`src/rtl/seqgen_pkg.sv`:
```
// Shared definitions for the sequence generator / checker pair: state
// encoding, counter-width helper and the default idle line level.
package seqgen_pkg;

  typedef enum logic {
    ST_IDLE  = 1'b0,
    ST_SHIFT = 1'b1
  } state_t;

  localparam logic DEF_IDLE_LEVEL = 1'b0;

  // Width of a counter that must hold WIDTH-1; never narrower than one bit.
  function automatic int cnt_w(input int width);
    return (width < 2) ? 1 : $clog2(width);
  endfunction

endpackage

```
`src/rtl/seq_serializer_if.sv`:
```
// Word-load handshake between a pattern source and seq_serializer.
interface seq_serializer_if #(
  parameter int WIDTH = 8
) ();

  logic [WIDTH-1:0] load_data;
  logic             load_valid;
  logic             load_ready;

  modport master (output load_data, load_valid, input load_ready);
  modport slave  (input load_data, load_valid, output load_ready);

endinterface

```
`src/rtl/seq_serializer.sv`:
```
// Parallel-to-serial generator: shifts accepted words out MSB-first, one bit
// per bit_en strobe. Define SEQ_SERIALIZER_LOOP_EN to add word looping.
module seq_serializer
  import seqgen_pkg::*;
#(
  parameter int   WIDTH      = 8,
  parameter logic IDLE_LEVEL = DEF_IDLE_LEVEL,
  localparam int  CNT_W      = cnt_w(WIDTH)
) (
  input  logic             clk,
  input  logic             rst,
  seq_serializer_if.slave  ld,
  input  logic             bit_en,
`ifdef SEQ_SERIALIZER_LOOP_EN
  input  logic             loop_en,
`endif
  output logic             ser_out,
  output logic             ser_valid,
  output logic             done,
  output logic [CNT_W-1:0] bit_cnt
);

  state_t           state, state_d;
  logic [WIDTH-1:0] shreg, shreg_d;
  logic [CNT_W-1:0] cnt_d;
  logic             ser_out_d, ser_valid_d, done_d;
  logic             last_bit, xfer;
`ifdef SEQ_SERIALIZER_LOOP_EN
  logic [WIDTH-1:0] copy_q, copy_d;
`endif

  // The final bit period ends on this edge; a new word may load gaplessly.
  assign last_bit      = (state == ST_SHIFT) && (bit_cnt == '0) && bit_en;
  assign ld.load_ready = (state == ST_IDLE) || last_bit;
  assign xfer          = ld.load_valid && ld.load_ready;

  always_comb begin
    // NOTE: every signal assigned here gets a default first, so no path infers a latch.
    state_d     = state;
    shreg_d     = shreg;
    cnt_d       = bit_cnt;
    ser_out_d   = ser_out;
    ser_valid_d = ser_valid;
    done_d      = last_bit;
`ifdef SEQ_SERIALIZER_LOOP_EN
    copy_d      = copy_q;
`endif

    if (xfer) begin
      state_d     = ST_SHIFT;
      ser_out_d   = ld.load_data[WIDTH-1];
      shreg_d     = ld.load_data << 1;
      cnt_d       = CNT_W'(WIDTH - 1);
      ser_valid_d = 1'b1;
`ifdef SEQ_SERIALIZER_LOOP_EN
      copy_d      = ld.load_data;
`endif
    end else if (last_bit) begin
`ifdef SEQ_SERIALIZER_LOOP_EN
      if (loop_en) begin
        // Replay the last accepted word exactly as if it were freshly loaded.
        ser_out_d   = copy_q[WIDTH-1];
        shreg_d     = copy_q << 1;
        cnt_d       = CNT_W'(WIDTH - 1);
        ser_valid_d = 1'b1;
      end else
`endif
      begin
        state_d     = ST_IDLE;
        ser_out_d   = IDLE_LEVEL;
        ser_valid_d = 1'b0;
      end
    end else if ((state == ST_SHIFT) && bit_en) begin
      ser_out_d = shreg[WIDTH-1];
      shreg_d   = shreg << 1;
      cnt_d     = bit_cnt - 1'b1;
    end
  end

  // NOTE: registers use non-blocking assignments so all of them update together on the edge.
  always_ff @(posedge clk or negedge rst) begin
    if (!rst) begin
      state     <= ST_IDLE;
      shreg     <= '0;
      bit_cnt   <= '0;
      ser_out   <= IDLE_LEVEL;
      ser_valid <= 1'b0;
      done      <= 1'b0;
`ifdef SEQ_SERIALIZER_LOOP_EN
      copy_q    <= '0;
`endif
    end else begin
      state     <= state_d;
      shreg     <= shreg_d;
      bit_cnt   <= cnt_d;
      ser_out   <= ser_out_d;
      ser_valid <= ser_valid_d;
      done      <= done_d;
`ifdef SEQ_SERIALIZER_LOOP_EN
      copy_q    <= copy_d;
`endif
    end
  end

endmodule

```
`src/flat_wrapper.sv`:
```
// flat-port wrapper written by rule: the top's interface ports become plain ports
module seq_serializer_flat import seqgen_pkg::*;
#(
  parameter int   WIDTH      = 8,
  parameter logic IDLE_LEVEL = DEF_IDLE_LEVEL,
  localparam int  CNT_W      = cnt_w(WIDTH)
)
  (clk, rst, bit_en, ser_out, ser_valid, done, bit_cnt, ld_load_data, ld_load_valid, ld_load_ready);
  seq_serializer_if #(.WIDTH(WIDTH)) ld_i ();
  input  logic clk;
  input  logic rst;
  input  logic bit_en;
  output logic ser_out;
  output logic ser_valid;
  output logic done;
  output logic [CNT_W-1:0] bit_cnt;
  input wire logic [$bits(ld_i.load_data)-1:0] ld_load_data;
  input wire logic [$bits(ld_i.load_valid)-1:0] ld_load_valid;
  output wire logic [$bits(ld_i.load_ready)-1:0] ld_load_ready;
  assign ld_i.load_data = ld_load_data;
  assign ld_i.load_valid = ld_load_valid;
  assign ld_load_ready = ld_i.load_ready;
  seq_serializer #(.WIDTH(WIDTH), .IDLE_LEVEL(IDLE_LEVEL)) u_core (.clk(clk), .rst(rst), .ld(ld_i), .bit_en(bit_en), .ser_out(ser_out), .ser_valid(ser_valid), .done(done), .bit_cnt(bit_cnt));
endmodule
```
`config.mk`:
```
export PLATFORM = sky130hd
export DESIGN_NAME = seq_serializer_flat
export DESIGN_NICKNAME = d
export VERILOG_FILES = /design/src/rtl/seqgen_pkg.sv /design/src/rtl/seq_serializer_if.sv /design/src/rtl/seq_serializer.sv /design/src/flat_wrapper.sv
export SDC_FILE = /design/constraint.sdc
export NUM_CORES = 1
export LEC_CHECK = 0
export CAP_MARGIN = 5
export CORE_AREA = 2 2 42 44
export CTS_BUF_LIST = sky130_fd_sc_hd__clkbuf_4
export DETAILED_ROUTE_END_ITERATION = 8
export DIE_AREA = 0 0 44 46
export GPL_ROUTABILITY_DRIVEN = 0
export PLACE_DENSITY = 0.74
export SETUP_SLACK_MARGIN = 0.05
export SLEW_MARGIN = 20
export SYNTH_ARGS = -nofsm -noshare
export SYNTH_HDL_FRONTEND = slang
export SYNTH_SLANG_ARGS = --single-unit
```
`constraint.sdc`:
```
create_clock -name clk -period 4.19 [get_ports clk]
set_input_delay 0.6285 -clock clk [delete_from_list [all_inputs] [get_ports clk]]
set_output_delay 0.6285 -clock clk [all_outputs]
set_load 0.01 [all_outputs]
```
-- After elaboration in Yosys (flattened, before gate mapping)
Cells that the tools add are included.
- add/subtract/negate cells: 1
- equality and inequality tests: 1
- multiplexer cells: 11
- bitwise logic cells: 1
- reduce and logical (&&, ||, !) cells: 10
- operator list (kind ; count):
    two-way mux 8 bit ; 3
    two-way mux 3 bit ; 3
    two-way mux 1 bit ; 5
    logical AND 1 bit ; 4
    nonzero test 2 bit ; 2
    logical NOT 3 bit ; 1
    nonzero test 3 bit ; 1
    subtractor 3 x 1 -> 3 bit (second input constant) ; 1
    inequality test 2 bit (second input constant) ; 1
    AND reduction 2 bit ; 1
    logical OR 1 bit ; 1
    NOT 1 bit ; 1
- flip-flop bits (word level): 14
- output and inout bits: 7
- word-level logic and storage cells: 29

-- Longest topological paths before layout
Gate-level depths: netlist of the first run.
- depth in word-level cells: 7
- gate-level depth with buffers: 8
- depth with buffers taken out: 7

-- Worst setup path after synthesis of the first run
No wires, ideal clock.
- kind: register to output
- start: register u_core.bit_cnt[0]
- end: output ld_load_ready
- arrival time: 1.173 ns
- data required time: 3.562 ns
- slack: 2.389 ns
- stages on the path, launching flop included: 5
- buffers on the path: 0
- cells stage by stage: dfrtp_1 -> inv_1 -> ha_1 -> ha_1 -> a21bo_2
- cells in the longest elaborated chain, start to end: 4
- ends and longest elaborated chain (element ; RTL line ; source):
    start, declared ; seq_serializer.sv:20 ; output logic [CNT_W-1:0] bit_cnt
    start signal, assigned ; seq_serializer.sv:95 ; bit_cnt <= cnt_d;
    logical NOT 3 bit ; seq_serializer.sv:33 ; assign last_bit = (state == ST_SHIFT) && (bit_cnt == '0) && bit_en;
    logical AND 1 bit (2 in a row) ; seq_serializer.sv:33 ;
    logical OR 1 bit ; seq_serializer.sv:34 ; assign ld.load_ready = (state == ST_IDLE) || last_bit;
    end, declared ; flat_wrapper.sv:19 ; output wire logic [$bits(ld_i.load_ready)-1:0] ld_load_ready;
No other way between the ends.

-- Worst setup path after layout of the first run
- start: input bit_en
- end: output ld_load_ready
- cells in the longest elaborated chain, start to end: 2
- ends and longest elaborated chain (element ; RTL line ; source):
    start, declared ; flat_wrapper.sv:12 ; input logic bit_en;
    logical AND 1 bit ; seq_serializer.sv:33 ;
    logical OR 1 bit ; seq_serializer.sv:34 ;
No other way between the ends.

==> reports/metrics.yaml, run 1 <==
status: "finished clean"
area_growth_pct: 30.4
vdd.ir_drop.worst_uv: 242
finalHoldViolCount: 0
dp_hpwl_um: 931
r2r_end: "u_core.shreg[6]"
slew_violations: 0
timing.final.crit_share: 0.660
io_buffers: 18
syn_inst: 70
min_period_ns: 2.76
hold_class: "reg -> reg"
final_cell_mix: "clkdlybuf4s50_1, dfrtp_1, nor2_1"
vias_per_cell: 5.17
synthAdderAreaFrac: 0.0366
crit_chain: "clkdlybuf4s50_1, a21bo_2, clkdlybuf4s50_1"
relSlewSlack: 0.597
grt-ovfl-total: 0
die_w_um: 44
wirelength_mm: 1.26
initial_core_util: 0.423
tightest_slew_ns: 0.602
num_rows: 15
cts.sinks: 13
wl_per_cell_um: 11.9
drive_above_1_share: 0.0899
r2r_setup_slack_ns: 2.34
cts_hold_buf: 0
required_ns: 3.56
post-cts-setup-buffers: 0
pre_cts_ws_ns: 1.43
cts_max_level: 1
cts.path.max_buffers: 2
tns_ns: 0
die_height_um: 46
core-area_um2: 1610
final_net_count: 104
startpoint: "bit_en"
p_per_area_nw_per_um2: 527
drcViolationCount: 0
synth_area_per_cell_um2: 9.76
clock_latency_ns: 0.28
cpPeakStageDelay_ns: 0.70
crit_end: "ld_load_ready"
synth_xor_area_frac: 0
cts-root-buf: "clkbuf_4"
synth_compound_area_frac: 0.152
max_cap_violations: 0
path_class: "in -> out"
cp.depth: 3
fin_ws_ns: 1.43
fin_skew_ns: 0.00590
antenna_found_initial: 0
first_pass_iters: 4
synth_warnings: 0
syn_area_um2: 683
rsz0062_at_grt: "false"
path_clk_slew_ns: 0.07
rr_startpoint: "u_core.bit_cnt[0]"
synth_top_family_by_area: "simple AND/OR/NAND/NOR gates"
ys_seq_area_frac: 0.476
critPathBufInv: 2
grt_pass1_wl_mm: 2.08
crit_path_top_delay_cell: "clkdlybuf4s50_1"
hold_ws_ns: 0.536
grt_pass1_vias: 500
layout_commonest_cell: "clkdlybuf4s50_1"
cp-start-kind: "primary input"
endpoint_kind: "output port"
crit_arrival_ns: 2.14
diodes: 0
crit_fanout: 12
fp.dieArea_um2: 2020
synth-simple-area-share: 0.176
fill_cells: 154
fmax_mhz: 362
finalSetupViolations: 0
cts_tree: "yes"
worstRegToRegCells: 7
cp_common_cell: "clkdlybuf4s50_1"
synth.distinct_cells: 22
path_delay_family: "buffers and inverters"
muxShareOfSynthArea: 0.103
numCtsBuffers: 3
num_vias: 548
grt_max_degree: 14
ctsResizeCount: 0
ant_nets: 0
grtUsageTotal: 0.147
drt-initial-drc-count: 2
synth_nets: 84
leakagePower_uw: 0.000432
ys_ff_latch: 13
ios: 19
==> cells by family after synthesis <==
kind of cell | count (synthesis)
AND/OR/NAND/NOR | 24
AO/OA/AOI/OAI | 17
flip-flops | 13
buffers and inverters | 7
multiplexers | 7
adder cells (fa/ha/maj) | 2
==> metal layers <==
layer | part of all wire | vias to the layer above | GRT usage | wire (um)
met2 | 0.47 | 16 | 0.232 | 599
met4 | 0.032 | 0 | 0.127 | 40
li1 | - | 277 | - | -
met5 | 0 | - | 0 | 0
met3 | 0.055 | 4 | 0.0238 | 70
met1 | 0.44 | 251 | 0.173 | 552
==> through the flow <==
step | instances | util | total power [uW] | cell area (um^2)
3_3_place_gp | 102 | 0.533 | 384 | 861
5_1_grt | 106 | 0.552 | 507 | 891
3_5_place_dp | 102 | 0.533 | 391 | 861
6_report | 106 | 0.552 | 469 | 891
4_1_cts | 106 | 0.552 | 477 | 891
2_1_floorplan | 70 | - | 316 | 683
==> final cells by class <==
| type | count | area, um^2 | share of cell area |
|---|---|---|---|
| Clock buffer | 4 | 30.0 | 0.0337 |
| Inverter | 4 | 15.0 | 0.0169 |
| Multi-Input combinational cell | 50 | 319 | 0.358 |
| Sequential cell | 13 | 325 | 0.365 |
| Tap cell | 17 | 21.3 | 0.0239 |
| Timing Repair Buffer | 18 | 180 | 0.202 |
==> state kept, by name (all words and copies together), names as in the netlist <==
name              cells
u_core.shreg          7
u_core.bit_cnt        3
u_core.done           1
u_core.ser_out        1
u_core.ser_valid      1
==> cells in the mapped netlist <==
| master | n | area, um^2 |
|---|---|---|
| a21oi_1 | 9 | 45.0 |
| dfrtp_1 | 13 | 325 |
| or3b_1 | 1 | 8.76 |
| a21oi_2 | 1 | 8.76 |
| nand2_1 | 6 | 22.5 |
| and3_4 | 1 | 11.3 |
| buf_2 | 1 | 5.00 |
| ha_1 | 2 | 25.0 |
| nor2_1 | 12 | 45.0 |
| and2b_1 | 1 | 7.51 |
| a21bo_2 | 1 | 10.0 |
| nand2_4 | 1 | 11.3 |
| mux2i_1 | 7 | 70.1 |
| nand3b_1 | 1 | 7.51 |
| buf_6 | 1 | 11.3 |
| o22ai_1 | 2 | 12.5 |
| a221oi_1 | 1 | 8.76 |
| inv_1 | 4 | 15.0 |
| buf_4 | 1 | 7.51 |
| nand2b_1 | 1 | 6.26 |
| a32oi_1 | 1 | 8.76 |
| o21ai_0 | 2 | 10.0 |
==> how the worst min path moves through the flow <==
stage | startpoint | endpoint | slack (ns) | cells past startpoint
after floorplan | rst | u_core.bit_cnt[0] | 0.33 | 0
after global placement | u_core.shreg[6] | u_core.shreg[6] | 0.51 | 2
after detailed placement | u_core.shreg[6] | u_core.shreg[6] | 0.52 | 2
after CTS | u_core.shreg[5] | u_core.shreg[5] | 0.54 | 2
after global routing | u_core.shreg[7] | u_core.shreg[7] | 0.57 | 2
final | u_core.shreg[5] | u_core.shreg[5] | 0.54 | 2
==> power breakdown <==
| part | internal, uW | leakage (uW) | total [uW] | switching [uW] |
|---|---|---|---|---|
| sequential | 170 | 0.000146 | 203 | 33.1 |
| clock | 43.4 | 0.0000184 | 83.2 | 39.8 |
| combinational | 100 | 0.000267 | 183 | 82.1 |
==> worst reg2reg max path, cell delays in order, from the launching register on <==
cell and delay (ns):
dfrtp_1 0.41, inv_1 0.06, ha_1 0.19, ha_1 0.27, nand2b_1 0.21, a21oi_2 0.42, nor2_1 0.09, a21oi_1 0.12
(Power assumes the default switching activity.)
==> inputs of run 2 (changes only) <==
==> constraint.sdc (replaced) <==
create_clock -name clk -period 2.7 [get_ports clk]
set_input_delay 0.405 -clock clk [delete_from_list [all_inputs] [get_ports clk]]
set_output_delay 0.405 -clock clk [all_outputs]
set_load 0.01 [all_outputs]
==> reports/metrics.yaml, run 2 (synthesized netlist as in run 1, its figures left out) <==
status: "finished clean"
use_met3: 0.0238
top_usage_layer: "met2"
vias_per_cell: 5.10
cts_hold_buf: 0
final_core_util: 0.557
seqPwrFrac: 0.425
diodes: 0
placed_area_um2: 868
comb_power_share: 0.398
first_pass_iters: 4
area_growth_pct: 31.5
cts_tree: "yes"
top_register: "u_core.shreg"
cts-root-buf: "clkbuf_4"
numCtsBuffers: 3
io_buffers: 18
fin_skew_ns: 0.00312
wl_per_cell_um: 12.1
drive_above_1_share: 0.100
vdd.ir_drop.worst_uv: 412
cts.path.max_buffers: 2
netSwitchingPower_uw: 244
grt_pass1_vias: 531
post-cts-setup-buffers: 0
grt_use_met2: 0.271
die_height_um: 46
p_per_area_nw_per_um2: 818
cp-start-kind: "flop"
crit_fanout: 8
drt-initial-drc-count: 8
relSlewSlack: 0.604
slew_violations: 0
min_period_ns: 2.41
grt_max_degree: 14
layout_commonest_cell: "clkdlybuf4s50_1"
wirelength_mm: 1.29
leakagePower_uw: 0.000437
initial_core_util: 0.423
final_net_count: 105
sw_frac_of_total: 0.332
reg_top3: "u_core.shreg x7, u_core.bit_cnt x3"
final_cell_mix: "clkdlybuf4s50_1, dfrtp_1, nor2_1"
use_met1: 0.197
r2r_setup_slack_ns: 0.86
grt-ovfl-total: 0
crit_arrival_ns: 2.00
cts_max_level: 1
tns_ns: 0
fmax_mhz: 415
core-area_um2: 1610
p_total_uw: 735
dp_hpwl_um: 980
rsz0062_at_grt: "false"
grtUsageTotal: 0.156
drcViolationCount: 0
die_w_um: 44
max_cap_violations: 0
fp.dieArea_um2: 2020
required_ns: 2.30
num_vias: 546
clkPwrFrac: 0.177
final_cell_area_um2: 898
grt_pass1_wl_mm: 2.27
num_rows: 15
endpoint_kind: "output port"
ant_nets: 0
clock_latency_ns: 0.27
tightest_slew_ns: 0.593
p_int_uw: 491
largest_reg_flops: 7
hold_class: "in -> async"
finalHoldViolCount: 0
finalSetupViolations: 0
cts.sinks: 13
antenna_found_initial: 0
timing.final.crit_share: 0.892
path_class: "reg -> out"
ios: 19
ctsResizeCount: 0
path_clk_slew_ns: 0.08
## run 2: cell types whose count changed in the layout (fill, tap and decap cells not counted)
cell	change
buf_4	+1
## run 2: power by group through the flow
| stage | Clock (uW) | Combinational [uW] | Sequential [uW] |
|---|---|---|---|
| after detailed placement | 0 | 297 | 318 |
| after CTS | 133 | 298 | 313 |
| final | 130 | 293 | 312 |
| after global placement | 0 | 284 | 313 |
| after floorplan | 0 | 169 | 322 |
| after global routing | 143 | 335 | 325 |
## run 2: final cells by class
class | count | area [um^2]
multi-input combinational | 50 | 319
inverter | 4 | 15.0
sequential | 13 | 325
fill | 151 | 716
tap | 17 | 21.3
clock buffer | 4 | 30.0
timing repair buffer | 19 | 188
## run 2: critical path: stages, from the launching register on
cell,delay (ns)
dfrtp_1,0.42
inv_1,0.07
ha_1,0.15
ha_1,0.30
a21bo_2,0.24
clkdlybuf4s50_1,0.55
## run 2: final timing paths
check / from / endpoint / cells past startpoint
max in group asynchronous: rst / u_core.shreg[7] / 1
min in group clk: u_core.shreg[5] / u_core.shreg[5] / 2
worst min register to register: u_core.shreg[5] / u_core.shreg[5] / 2
worst min-delay path: rst / u_core.done / 1
worst max register to register: u_core.bit_cnt[0] / u_core.shreg[7] / 7
worst max-delay path: u_core.bit_cnt[0] / ld_load_ready / 5
## run 2: routing by layer
layer / wire length (um) / share of wire / vias to the layer above
met5: 0 / 0 / -
met4: 12 / 0.0093 / 0
met3: 67 / 0.052 / 4
met2: 623 / 0.48 / 15
met1: 587 / 0.45 / 248
li1: - / - / 279
## run 2: through the flow
stage	cells	setup WS, ns	hold slack [ns]
6_report	107	0.291	0.502
5_1_grt	107	0.177	0.546
4_1_cts	107	0.272	0.532
3_5_place_dp	103	0.578	0.520
3_3_place_gp	103	0.634	0.507
2_1_floorplan	70	1.02	0.109
